### config.mk
export PLATFORM = sky130hd
export DESIGN_NAME = alu_mdu
export DESIGN_NICKNAME = d
export VERILOG_FILES = /design/src/rtl/alu_mdu_pkg.sv /design/src/rtl/mdu_div_iter.sv /design/src/rtl/alu_mdu.sv
export SDC_FILE = /design/constraint.sdc
export NUM_CORES = 2
export LEC_CHECK = 0
export CAP_MARGIN = 30
export CORE_MARGIN = 3
export CORE_UTILIZATION = 59
export CTS_CLUSTER_DIAMETER = 120
export DETAILED_ROUTE_END_ITERATION = 8
export PLACE_DENSITY = 0.85
export REMOVE_ABC_BUFFERS = 1
export SYNTH_ARGS = -nofsm -noshare
export SYNTH_HDL_FRONTEND = slang
export SYNTH_SLANG_ARGS = --single-unit
### constraint.sdc
create_clock -name clk -period 16.95 [get_ports clk]
set_input_delay 2.5425 -clock clk [delete_from_list [all_inputs] [get_ports clk]]
set_output_delay 2.5425 -clock clk [all_outputs]
set_load 0.01 [all_outputs]
### src/rtl/alu_mdu_pkg.sv
// Shared ALU/MDU codes and FSM state type.
// Used by alu_mdu and mdu_div_iter.
package alu_mdu_pkg;

  localparam int REG_DATA_WIDTH = 32;

  localparam logic [1:0] ALUOP_ADDR   = 2'b00;
  localparam logic [1:0] ALUOP_BRANCH = 2'b01;
  localparam logic [1:0] ALUOP_RTYPE  = 2'b10;
  localparam logic [1:0] ALUOP_ITYPE  = 2'b11;

  localparam logic [6:0] FUNCT7_M = 7'b0000001;

  localparam logic [2:0] F3_ADD  = 3'b000;
  localparam logic [2:0] F3_SLL  = 3'b001;
  localparam logic [2:0] F3_SLT  = 3'b010;
  localparam logic [2:0] F3_SLTU = 3'b011;
  localparam logic [2:0] F3_XOR  = 3'b100;
  localparam logic [2:0] F3_SR   = 3'b101;
  localparam logic [2:0] F3_OR   = 3'b110;
  localparam logic [2:0] F3_AND  = 3'b111;

  localparam logic [2:0] F3_BEQ  = 3'b000;
  localparam logic [2:0] F3_BNE  = 3'b001;
  localparam logic [2:0] F3_BLT  = 3'b100;
  localparam logic [2:0] F3_BGE  = 3'b101;
  localparam logic [2:0] F3_BLTU = 3'b110;
  localparam logic [2:0] F3_BGEU = 3'b111;

  localparam logic [2:0] F3_MUL    = 3'b000;
  localparam logic [2:0] F3_MULH   = 3'b001;
  localparam logic [2:0] F3_MULHSU = 3'b010;
  localparam logic [2:0] F3_MULHU  = 3'b011;
  localparam logic [2:0] F3_DIV    = 3'b100;
  localparam logic [2:0] F3_DIVU   = 3'b101;
  localparam logic [2:0] F3_REM    = 3'b110;
  localparam logic [2:0] F3_REMU   = 3'b111;

  typedef enum logic [1:0] {
    S_IDLE,
    S_MUL,
    S_DIV,
    S_DONE
  } state_t;

endpackage

### src/rtl/mdu_div_iter.sv
// Restoring divider on magnitudes, one quotient bit per cycle.
// Also owns the shared MUL/DIV iteration counter.
module mdu_div_iter
  import alu_mdu_pkg::*;
#(
  parameter int XLEN = REG_DATA_WIDTH,
  parameter int CW   = $clog2(XLEN)
) (
  input  logic            clk,
  input  logic            rst,
  input  logic            start,
  input  logic            run,
  input  logic            step,
  input  logic            kill,
  input  logic [XLEN-1:0] op1,
  input  logic [XLEN-1:0] op2,
  input  logic            sgn,
  input  logic            rem_sel,
  output logic            special,
  output logic [XLEN-1:0] special_res,
  output logic            last,
  output logic [XLEN-1:0] result
);

  localparam logic [XLEN-1:0] MIN_NEG = {1'b1, {(XLEN-1){1'b0}}};

  logic [XLEN-1:0] quo, rem, dvs;
  logic [XLEN-1:0] quo_nxt, rem_nxt, mag1, mag2;
  logic [XLEN:0]   diff;
  logic            q_neg, r_neg, rsel;
  logic            a_neg, b_neg, div0, ovf;
  logic [CW-1:0]   cnt;

  // Operand magnitudes and early-out cases
  always_comb begin
    a_neg = sgn & op1[XLEN-1];
    b_neg = sgn & op2[XLEN-1];
    mag1  = a_neg ? -op1 : op1;
    mag2  = b_neg ? -op2 : op2;
    div0  = (op2 == '0);
    ovf   = sgn & (op1 == MIN_NEG) & (op2 == '1);
    special = div0 | ovf;
    if (div0) special_res = rem_sel ? op1 : '1;
    else      special_res = rem_sel ? '0 : op1;
  end

  // One restoring step; result taken from the post-step values
  always_comb begin
    diff = {rem, quo[XLEN-1]} - {1'b0, dvs};
    if (!diff[XLEN]) begin
      rem_nxt = diff[XLEN-1:0];
      quo_nxt = {quo[XLEN-2:0], 1'b1};
    end else begin
      rem_nxt = {rem[XLEN-2:0], quo[XLEN-1]};
      quo_nxt = {quo[XLEN-2:0], 1'b0};
    end
    if (rsel) result = r_neg ? -rem_nxt : rem_nxt;
    else      result = q_neg ? -quo_nxt : quo_nxt;
  end

  // Divider datapath registers
  always_ff @(posedge clk) begin
    if (rst) begin
      quo   <= '0;
      rem   <= '0;
      dvs   <= '0;
      q_neg <= 1'b0;
      r_neg <= 1'b0;
      rsel  <= 1'b0;
    end else if (start) begin
      quo   <= mag1;
      rem   <= '0;
      dvs   <= mag2;
      q_neg <= a_neg ^ b_neg;
      r_neg <= a_neg;
      rsel  <= rem_sel;
    end else if (step) begin
      quo <= quo_nxt;
      rem <= rem_nxt;
    end
  end

  // Iteration counter, wraps to 0 after the last step
  always_ff @(posedge clk) begin
    if (rst || kill || start) cnt <= '0;
    else if (run)             cnt <= cnt + CW'(1);
  end

  assign last = (cnt == CW'(XLEN-1));

endmodule

### src/rtl/alu_mdu.sv
// EX-stage ALU with RV32M/RV64M multiply/divide.
// ALU_FAST_MUL_EN: single-cycle multiply instead of shift-add.
module alu_mdu
  import alu_mdu_pkg::*;
#(
  parameter int XLEN    = REG_DATA_WIDTH,
  parameter int SHAMT_W = $clog2(XLEN)
) (
  input  logic            clk,
  input  logic            rst,
  input  logic            req_valid,
  output logic            req_ready,
  input  logic            flush,
  input  logic [XLEN-1:0] alu_op1,
  input  logic [XLEN-1:0] alu_op2,
  input  logic [1:0]      aluop,
  input  logic [2:0]      funct3,
  input  logic            inst30,
  input  logic            is_m,
  output logic            res_valid,
  output logic [XLEN-1:0] alu_result,
  output logic            alu_branch,
  output logic            busy
);

  state_t state, state_nxt;

  logic               accept, is_mop, is_div;
  logic               last, dv_special, a_s, b_s;
  logic [XLEN-1:0]    dv_special_res, dv_result;
  logic [XLEN-1:0]    base_res, mul_res, sum, dif;
  logic [SHAMT_W-1:0] sh;
  logic               base_br, lt, ltu, eq;

  assign req_ready = (state == S_IDLE) & ~rst;
  assign accept    = req_valid & req_ready & ~flush;
  assign is_mop    = (aluop == ALUOP_RTYPE) & is_m;
  assign is_div    = is_mop & funct3[2];
  assign res_valid = (state == S_DONE) & ~flush;
  assign busy      = (state == S_MUL) | (state == S_DIV);
  assign a_s       = (funct3 == F3_MULH) | (funct3 == F3_MULHSU);
  assign b_s       = (funct3 == F3_MULH);

  // Base integer, address and branch-compare logic
  always_comb begin
    sh      = alu_op2[SHAMT_W-1:0];
    sum     = alu_op1 + alu_op2;
    dif     = alu_op1 - alu_op2;
    lt      = $signed(alu_op1) < $signed(alu_op2);
    ltu     = alu_op1 < alu_op2;
    eq      = alu_op1 == alu_op2;
    base_res = sum;
    base_br  = 1'b0;
    unique case (aluop)
      ALUOP_ADDR: base_res = sum;
      ALUOP_BRANCH: begin
        base_res = {sum[XLEN-1:1], 1'b0};
        unique case (funct3)
          F3_BEQ:  base_br = eq;
          F3_BNE:  base_br = ~eq;
          F3_BLT:  base_br = lt;
          F3_BGE:  base_br = ~lt;
          F3_BLTU: base_br = ltu;
          F3_BGEU: base_br = ~ltu;
          default: base_br = 1'b0;
        endcase
      end
      default: begin
        unique case (funct3)
          F3_ADD:
            if (aluop == ALUOP_RTYPE && inst30) base_res = dif;
            else                                base_res = sum;
          F3_SLL:  base_res = alu_op1 << sh;
          F3_SLT:  base_res = {{(XLEN-1){1'b0}}, lt};
          F3_SLTU: base_res = {{(XLEN-1){1'b0}}, ltu};
          F3_XOR:  base_res = alu_op1 ^ alu_op2;
          F3_SR:
            if (inst30) base_res = $signed(alu_op1) >>> sh;
            else        base_res = alu_op1 >> sh;
          F3_OR:   base_res = alu_op1 | alu_op2;
          default: base_res = alu_op1 & alu_op2;
        endcase
      end
    endcase
  end

`ifdef ALU_FAST_MUL_EN
  logic [2*XLEN-1:0] ea, eb, prod;

  // Full-width product of sign/zero-extended operands
  always_comb begin
    ea   = {{XLEN{a_s & alu_op1[XLEN-1]}}, alu_op1};
    eb   = {{XLEN{b_s & alu_op2[XLEN-1]}}, alu_op2};
    prod = ea * eb;
    if (funct3 == F3_MUL) mul_res = prod[XLEN-1:0];
    else                  mul_res = prod[2*XLEN-1:XLEN];
  end
`else
  logic [2*XLEN-1:0] acc, mcnd, acc_nxt, fin;
  logic [XLEN-1:0]   mplr, ma, mb;
  logic              m_neg, m_hi;

  // Shift-add step on magnitudes, sign applied at the end
  always_comb begin
    ma      = (a_s & alu_op1[XLEN-1]) ? -alu_op1 : alu_op1;
    mb      = (b_s & alu_op2[XLEN-1]) ? -alu_op2 : alu_op2;
    acc_nxt = mplr[0] ? acc + mcnd : acc;
    fin     = m_neg ? -acc_nxt : acc_nxt;
    if (m_hi) mul_res = fin[2*XLEN-1:XLEN];
    else      mul_res = fin[XLEN-1:0];
  end

  // Multiply iterator registers
  always_ff @(posedge clk) begin
    if (rst) begin
      acc   <= '0;
      mcnd  <= '0;
      mplr  <= '0;
      m_neg <= 1'b0;
      m_hi  <= 1'b0;
    end else if (accept && is_mop && !funct3[2]) begin
      acc   <= '0;
      mcnd  <= {{XLEN{1'b0}}, ma};
      mplr  <= mb;
      m_neg <= (a_s & alu_op1[XLEN-1]) ^ (b_s & alu_op2[XLEN-1]);
      m_hi  <= (funct3 != F3_MUL);
    end else if (state == S_MUL) begin
      acc  <= acc_nxt;
      mcnd <= mcnd << 1;
      mplr <= mplr >> 1;
    end
  end
`endif

  mdu_div_iter #(.XLEN(XLEN)) u_div (
    .clk         (clk),
    .rst         (rst),
    .start       (accept & is_mop),
    .run         (busy),
    .step        (state == S_DIV),
    .kill        (flush),
    .op1         (alu_op1),
    .op2         (alu_op2),
    .sgn         (~funct3[0]),
    .rem_sel     (funct3[1]),
    .special     (dv_special),
    .special_res (dv_special_res),
    .last        (last),
    .result      (dv_result)
  );

  // State register
  always_ff @(posedge clk) begin
    if (rst) state <= S_IDLE;
    else     state <= state_nxt;
  end

  // Next-state decode
  always_comb begin
    state_nxt = state;
    unique case (state)
      S_IDLE:
        if (accept) begin
          if (is_div)
            state_nxt = dv_special ? S_DONE : S_DIV;
          else if (is_mop)
`ifdef ALU_FAST_MUL_EN
            state_nxt = S_DONE;
`else
            state_nxt = S_MUL;
`endif
          else
            state_nxt = S_DONE;
        end
      S_MUL, S_DIV:
        if (flush)     state_nxt = S_IDLE;
        else if (last) state_nxt = S_DONE;
      default: state_nxt = S_IDLE;
    endcase
  end

  // Result/branch registers, updated only when a result is produced
  always_ff @(posedge clk) begin
    if (rst) begin
      alu_result <= '0;
      alu_branch <= 1'b0;
    end else if (accept) begin
      if (!is_mop) begin
        alu_result <= base_res;
        alu_branch <= base_br;
      end else if (is_div && dv_special) begin
        alu_result <= dv_special_res;
        alu_branch <= 1'b0;
`ifdef ALU_FAST_MUL_EN
      end else if (!is_div) begin
        alu_result <= mul_res;
        alu_branch <= 1'b0;
`endif
      end
    end else if (!flush && last && state == S_MUL) begin
      alu_result <= mul_res;
      alu_branch <= 1'b0;
    end else if (!flush && last && state == S_DIV) begin
      alu_result <= dv_result;
      alu_branch <= 1'b0;
    end
  end

endmodule

## After elaboration in Yosys (flattened, before gate mapping)

Index checks and enable logic that the tools add are counted.

- Bits in registers: 301
- Bits in writable memories: 0
- Output and inout bits: 36
- Memory bits (read-only): 0
- Bits in latches: 0
- Memories: 0

- $lt $le $gt $ge: 2
- Mux-type cells: 44
- Div/mod/pow operators: 0
- Shift operators: 3
- Equality and inequality tests: 19
- Bitwise gates (word level): 27
- $add $sub $neg: 10
- $mul: 0
- Reductions and logical operators: 24

Operator list:

| cell | count |
|---|---|
| two-way mux 32 bit | 25 |
| case mux 32 bit (7 select lines) | 1 |
| two-way mux 64 bit | 2 |
| negator 32 bit | 4 |
| adder 64 bit | 1 |
| equality test 32 bit (second input constant) | 2 |
| less-than comparator 32 bit | 2 |
| negator 64 bit | 1 |
| case mux 32 bit (2 select lines) | 1 |
| subtractor 33 x 32 -> 33 bit | 1 |
| adder 32 bit | 1 |
| bitwise AND 32 bit | 1 |
| equality test 32 bit | 1 |
| logical NOT 32 bit | 1 |
| bitwise OR 32 bit | 1 |
| << shifter 32 x 5 -> 32 bit | 1 |
| right shift 32 x 5 -> 32 bit | 1 |
| >>> shifter 32 x 5 -> 32 bit | 1 |
| subtractor 32 bit | 1 |
| XOR 32 bit | 1 |
| bitwise AND 1 bit | 13 |
| equality test 3 bit (second input constant) | 4 |
| two-way mux 2 bit | 5 |
| two-way mux 1 bit | 8 |
| 23 further kinds | 49 |

## Depth between registers and ports, before layout

- Depth after elaboration: 8
- Gate-level depth with buffers: 26

## Hierarchy

Synthesis repeated with hierarchy kept, for this count alone.

- Cells, all modules: 5,134
- Area, all modules: 36,727.7 µm²

By module, submodules not included:

| module | times used | cells each | area each (µm²) |
|---|---|---|---|
| alu_mdu | 1 | 3,686 | 26,449.1 |
| mdu_div_iter | 1 | 1,448 | 10,278.6 |

## Worst setup path before layout

OpenSTA, ideal clock, no wires.

- Path type: input-to-reg
- Start: in alu_op2[2]
- End: reg alu_result[31]
- Library setup time: 0.132 ns
- Data arrival time: 6.892 ns
- Setup slack: 9.926 ns
- Path buffers: 5
- Stages on the path: 20
- Path through: clkbuf_1 > inv_1 > clkbuf_1 > clkbuf_1 > clkbuf_1 > ha_1 > clkbuf_1 > nor2_1 > a211oi_1 > nand3b_1 > a311oi_1 > o21a_1 > o21ai_0 > a2111oi_0 > nor2_1 > a221oi_1 > xnor2_1 > a211oi_1 > a211o_1 > o32ai_1

- Longest elaborated chain between the ends: 6
- Elaborated cells between the ends (all ways): 20

RTL lines:

| item | line | source |
|---|---|---|
| start, declared | alu_mdu.sv:15 | `input logic [XLEN-1:0] alu_op2,` |
| adder 32 bit (tied with other cells) | alu_mdu.sv:47 | `sum = alu_op1 + alu_op2;` |
| two-way mux 32 bit (tied with other cells) | alu_mdu.sv:71 | `if (aluop == ALUOP_RTYPE && inst30) base_res = dif;` |
| case mux 32 bit (7 select lines) / bitwise OR 1 bit (equally long branches) | alu_mdu.sv:69, mdu_div_iter.sv:42 |  |
| case mux 32 bit (2 select lines) / logical AND 1 bit (equally long branches) | alu_mdu.sv:54, alu_mdu.sv:191 |  |
| two-way mux 32 bit / inequality test 3 x 2 -> 1 bit (equally long branches) | n/a |  |
| two-way mux 32 bit / AND reduction 2 bit (equally long branches) | n/a |  |
| end signal, assigned | alu_mdu.sv:189 | `alu_result <= base_res;` |
| end signal, assigned | alu_mdu.sv:192 | `alu_result <= dv_special_res;` |
| end signal, assigned | alu_mdu.sv:201 | `alu_result <= mul_res;` |
| end, declared | alu_mdu.sv:21 | `output logic [XLEN-1:0] alu_result,` |

Parallel ways exist; a longest one is shown, timed or not. The select of a mux whose other input is x is not followed.
A chain may end at the register's enable or synchronous reset.

## Worst setup path in the final report

- Start: in alu_op1[3]
- End: reg alu_result[31]

- Longest elaborated chain between the ends: 7
- Elaborated cells between the ends (all ways): 18

RTL lines:

| item | line | source |
|---|---|---|
| start, declared | alu_mdu.sv:14 | `input logic [XLEN-1:0] alu_op1,` |
| parallel branches: the longest is 7 deep, another holds adder 32 bit | n/a |  |

Parallel ways; which one is timed is not known.

==> run summary <==
Placed Area - 0.0376 sq mm
Tot GR Track Use - 49.7%
Endpoints failing hold - 0
Worst-Skew Late Latency - 0.60 ns
Vias per cell - 7.31
Fin util - 64.1%
Yosys cell types - 111
Crit Path Class - input pin to flop
Max H-tree Level - 2
IO Pins - 111
Worst path required time - 17.39 ns
Pre-CTS setup slack - 9.11 ns
FP Rows - 90
CTS Hold Bufs - 0
Design Area, Final - 0.0389 sq mm
Max rail drop VDD - 0.162 mV
Gr ovfl total - 0
Largest net degree at the start of global routing - 173
Final Skew - 0.0479 ns
Max-slew violations - 0
Post-synth EDFFs - 0
Final RePlAce weighted congestion - 1.13
Fin crit share - 44.3%
Leading area contributor after synthesis - dfxtp_1
Final WS setup - 9.44 ns
First-pass GRT wire length - 244,000 um
Syn avg cell area - 7.16 sq um
Setup TNS - 0 ns
Power Density - 135 mW/mm^2
Detailed Place HPWL - 127,000 um
Total CTS buffers - 36
Max-Cap Viols - 0
DIE WIDTH - 255 um
WP data arrival - 7.95 ns
Number of setup buffers added after CTS - 0
Residual DRC count - 0
Cell area after synthesis - 0.0365 sq mm
CP Capture Type - flop
Sequential share of the synthesized area - 16.5%
Vias in the first global route - 38,000
Initial antenna violation count - 8
CP Max Fanout - 14
CTS clock-pin slew for the worst setup and hold paths - 0.06 ns
Die H - 255 um
Antenna Nets Post-Route - 0
Drt total wl - 168,000 um
Via count - 41,900
Wirelength per Cell - 29.2 um
DRT Pass-1 Iters - 9
Initial Utilization - 60.1%
Ys Warns - 0
Relative slew slack - 20.2%
Share of cells above drive strength 1 - 6.62%
Minimum clock period - 7.51 ns
Final setup vio count - 0
CP Launch Type - input pin
Root Driver - clkbuf_16
Yosys top cell area share - 16.5%
Highest clock rate - 133 MHz
Total die area - 0.0648 sq mm
Tot Pwr - 5.25 mW
# nets final - 5,209
Lkg Pwr - 14.1 nW
Area grow syn2layout - 6.80%
FF+latch count, synth - 301
Synth top area cells - dfxtp_1 17%, nor2_1 7.2%, ha_1 7.0%, mux2i_1 6.3%, a21oi_1 5.6%
Clk buf depth - 3
Worst-Margin Slew - 1.18 ns
CORE AREA - 0.0607 sq mm
Outcome - completed
Port bufs - 110
Synth Flop Type - dfxtp_1
Starting DRT DRC Count - 6,127
Mapped Cells - 5,088
CTS tree - built
Ys async rst share - 0%
CTS sink cnt - 301
RSZ-0062 raised after global routing - false
Type of the most critical hold path - flop to flop
# resized after CTS - 0
==> state kept, by name (all words and copies together), names as in the netlist <==
name and count:
mplr 32, acc 64, mcnd 64, u_div.cnt 5, u_div.rem 32, u_div.rsel 1, alu_result 32, u_div.quo 32
m_neg 1, alu_branch 1, m_hi 1, u_div.r_neg 1, u_div.q_neg 1, u_div.dvs 32, state 2
==> power breakdown <==
part / total [mW] / internal [mW] / switching [mW]
clock: 0.858 / 0.497 / 0.361
combinational: 3.53 / 1.18 / 2.35
sequential: 0.860 / 0.774 / 0.0855
==> per-layer routing <==
layer | GRT usage (%) | up-vias | routed length (um)
li1 | - | 18500 | -
met1 | 59.3 | 19500 | 59400
met2 | 75.1 | 3201 | 70200
met3 | 14.1 | 785 | 21800
met4 | 38.9 | 10 | 16200
met5 | 0.879 | - | 138
==> logic make-up (layout without fill, tap and decap cells) <==
kind of cell             Yosys count  count (layout)  share of synthesized area, %
multiplexers                     308             308                          10.7
flip-flops                       301             301                          16.5
buffers and inverters            572             436                          6.10
other                              0               5                             0
adder cells (fa/ha/maj)          209             209                          7.26
AO/OA/AOI/OAI                   1616            1616                          29.5
AND/OR/NAND/NOR                 1800            1800                          23.1
XOR/XNOR                         282             282                          6.78
==> cell usage in the layout, fill, tap and decap left out, types with 39 or more instances in the layout <==
master             n
a211oi_1         227
a21o_1            53
a21oi_1          406
a31oi_1           44
buf_4             84
clkdlybuf4s50_1  101
dfxtp_1          299
ha_1             203
inv_1            171
mux2i_1          228
mux4_2            65
nand2_1          411
nand2b_1          42
nand3_1           94
nand4_1           72
nor2_1           699
nor2b_1           39
nor3_1           140
nor4_1            42
o211ai_1          81
o21ai_0          314
o31ai_1           63
or3_1             71
xnor2_1          208
xor2_1            74
==> worst max-delay path, cell delays in order <==
cell	delay (ns)
clkdlybuf4s50_1	0.81
inv_1	0.23
ha_1	0.57
nor2_1	0.09
a211oi_1	0.40
nand3b_1	0.18
a311oi_1	0.72
o21a_1	0.34
o21ai_0	0.28
a2111oi_0	0.52
nor2_1	0.16
a221oi_1	0.32
xnor2_1	0.10
a211oi_1	0.44
a211o_1	0.17
o32ai_1	0.06
==> metrics by stage <==
step,hold slack (ns),cells
floorplan,0.451,4693
global placement,0.475,5666
detailed placement,0.489,5666
CTS,0.500,5731
global route,0.512,5734
finish,0.503,5739
==> worst paths after layout <==
check                                                  from                          end  slack, ns  cells past startpoint
worst min-delay path            alu_result[30]$_SDFFE_PP0P_  alu_result[30]$_SDFFE_PP0P_       0.50                      2
worst min register to register  alu_result[30]$_SDFFE_PP0P_  alu_result[30]$_SDFFE_PP0P_       0.50                      2
worst max-delay path                             alu_op1[3]  alu_result[31]$_SDFFE_PP0P_       9.44                     16
worst max register to register    u_div.dvs[0]$_SDFFE_PP0P_  alu_result[26]$_SDFFE_PP0P_      10.49                     20
==> cell usage after synthesis, drive strengths merged, types with 79 or more instances <==
library cell and count:
nor3 142, o21ai 338, mux2i 229, nor2 702, dfxtp 301, a21oi 412, xnor2 208, clkbuf 316
buf 79, a211oi 235, nand3 96, inv 174, o211ai 83, ha 205, nand2 412
==> final cells by class <==
cell class / instances / area, sq um
sequential: 301 / 6030
clock inverter: 16 / 225
timing repair buffer: 194 / 1700
inverter: 177 / 664
clock buffer: 49 / 1040
fill: 5389 / 21800
antenna: 5 / 12.5
multi-input combinational: 4215 / 28300
tap: 782 / 978
No activity file was read; power rests on OpenSTA's default activity.
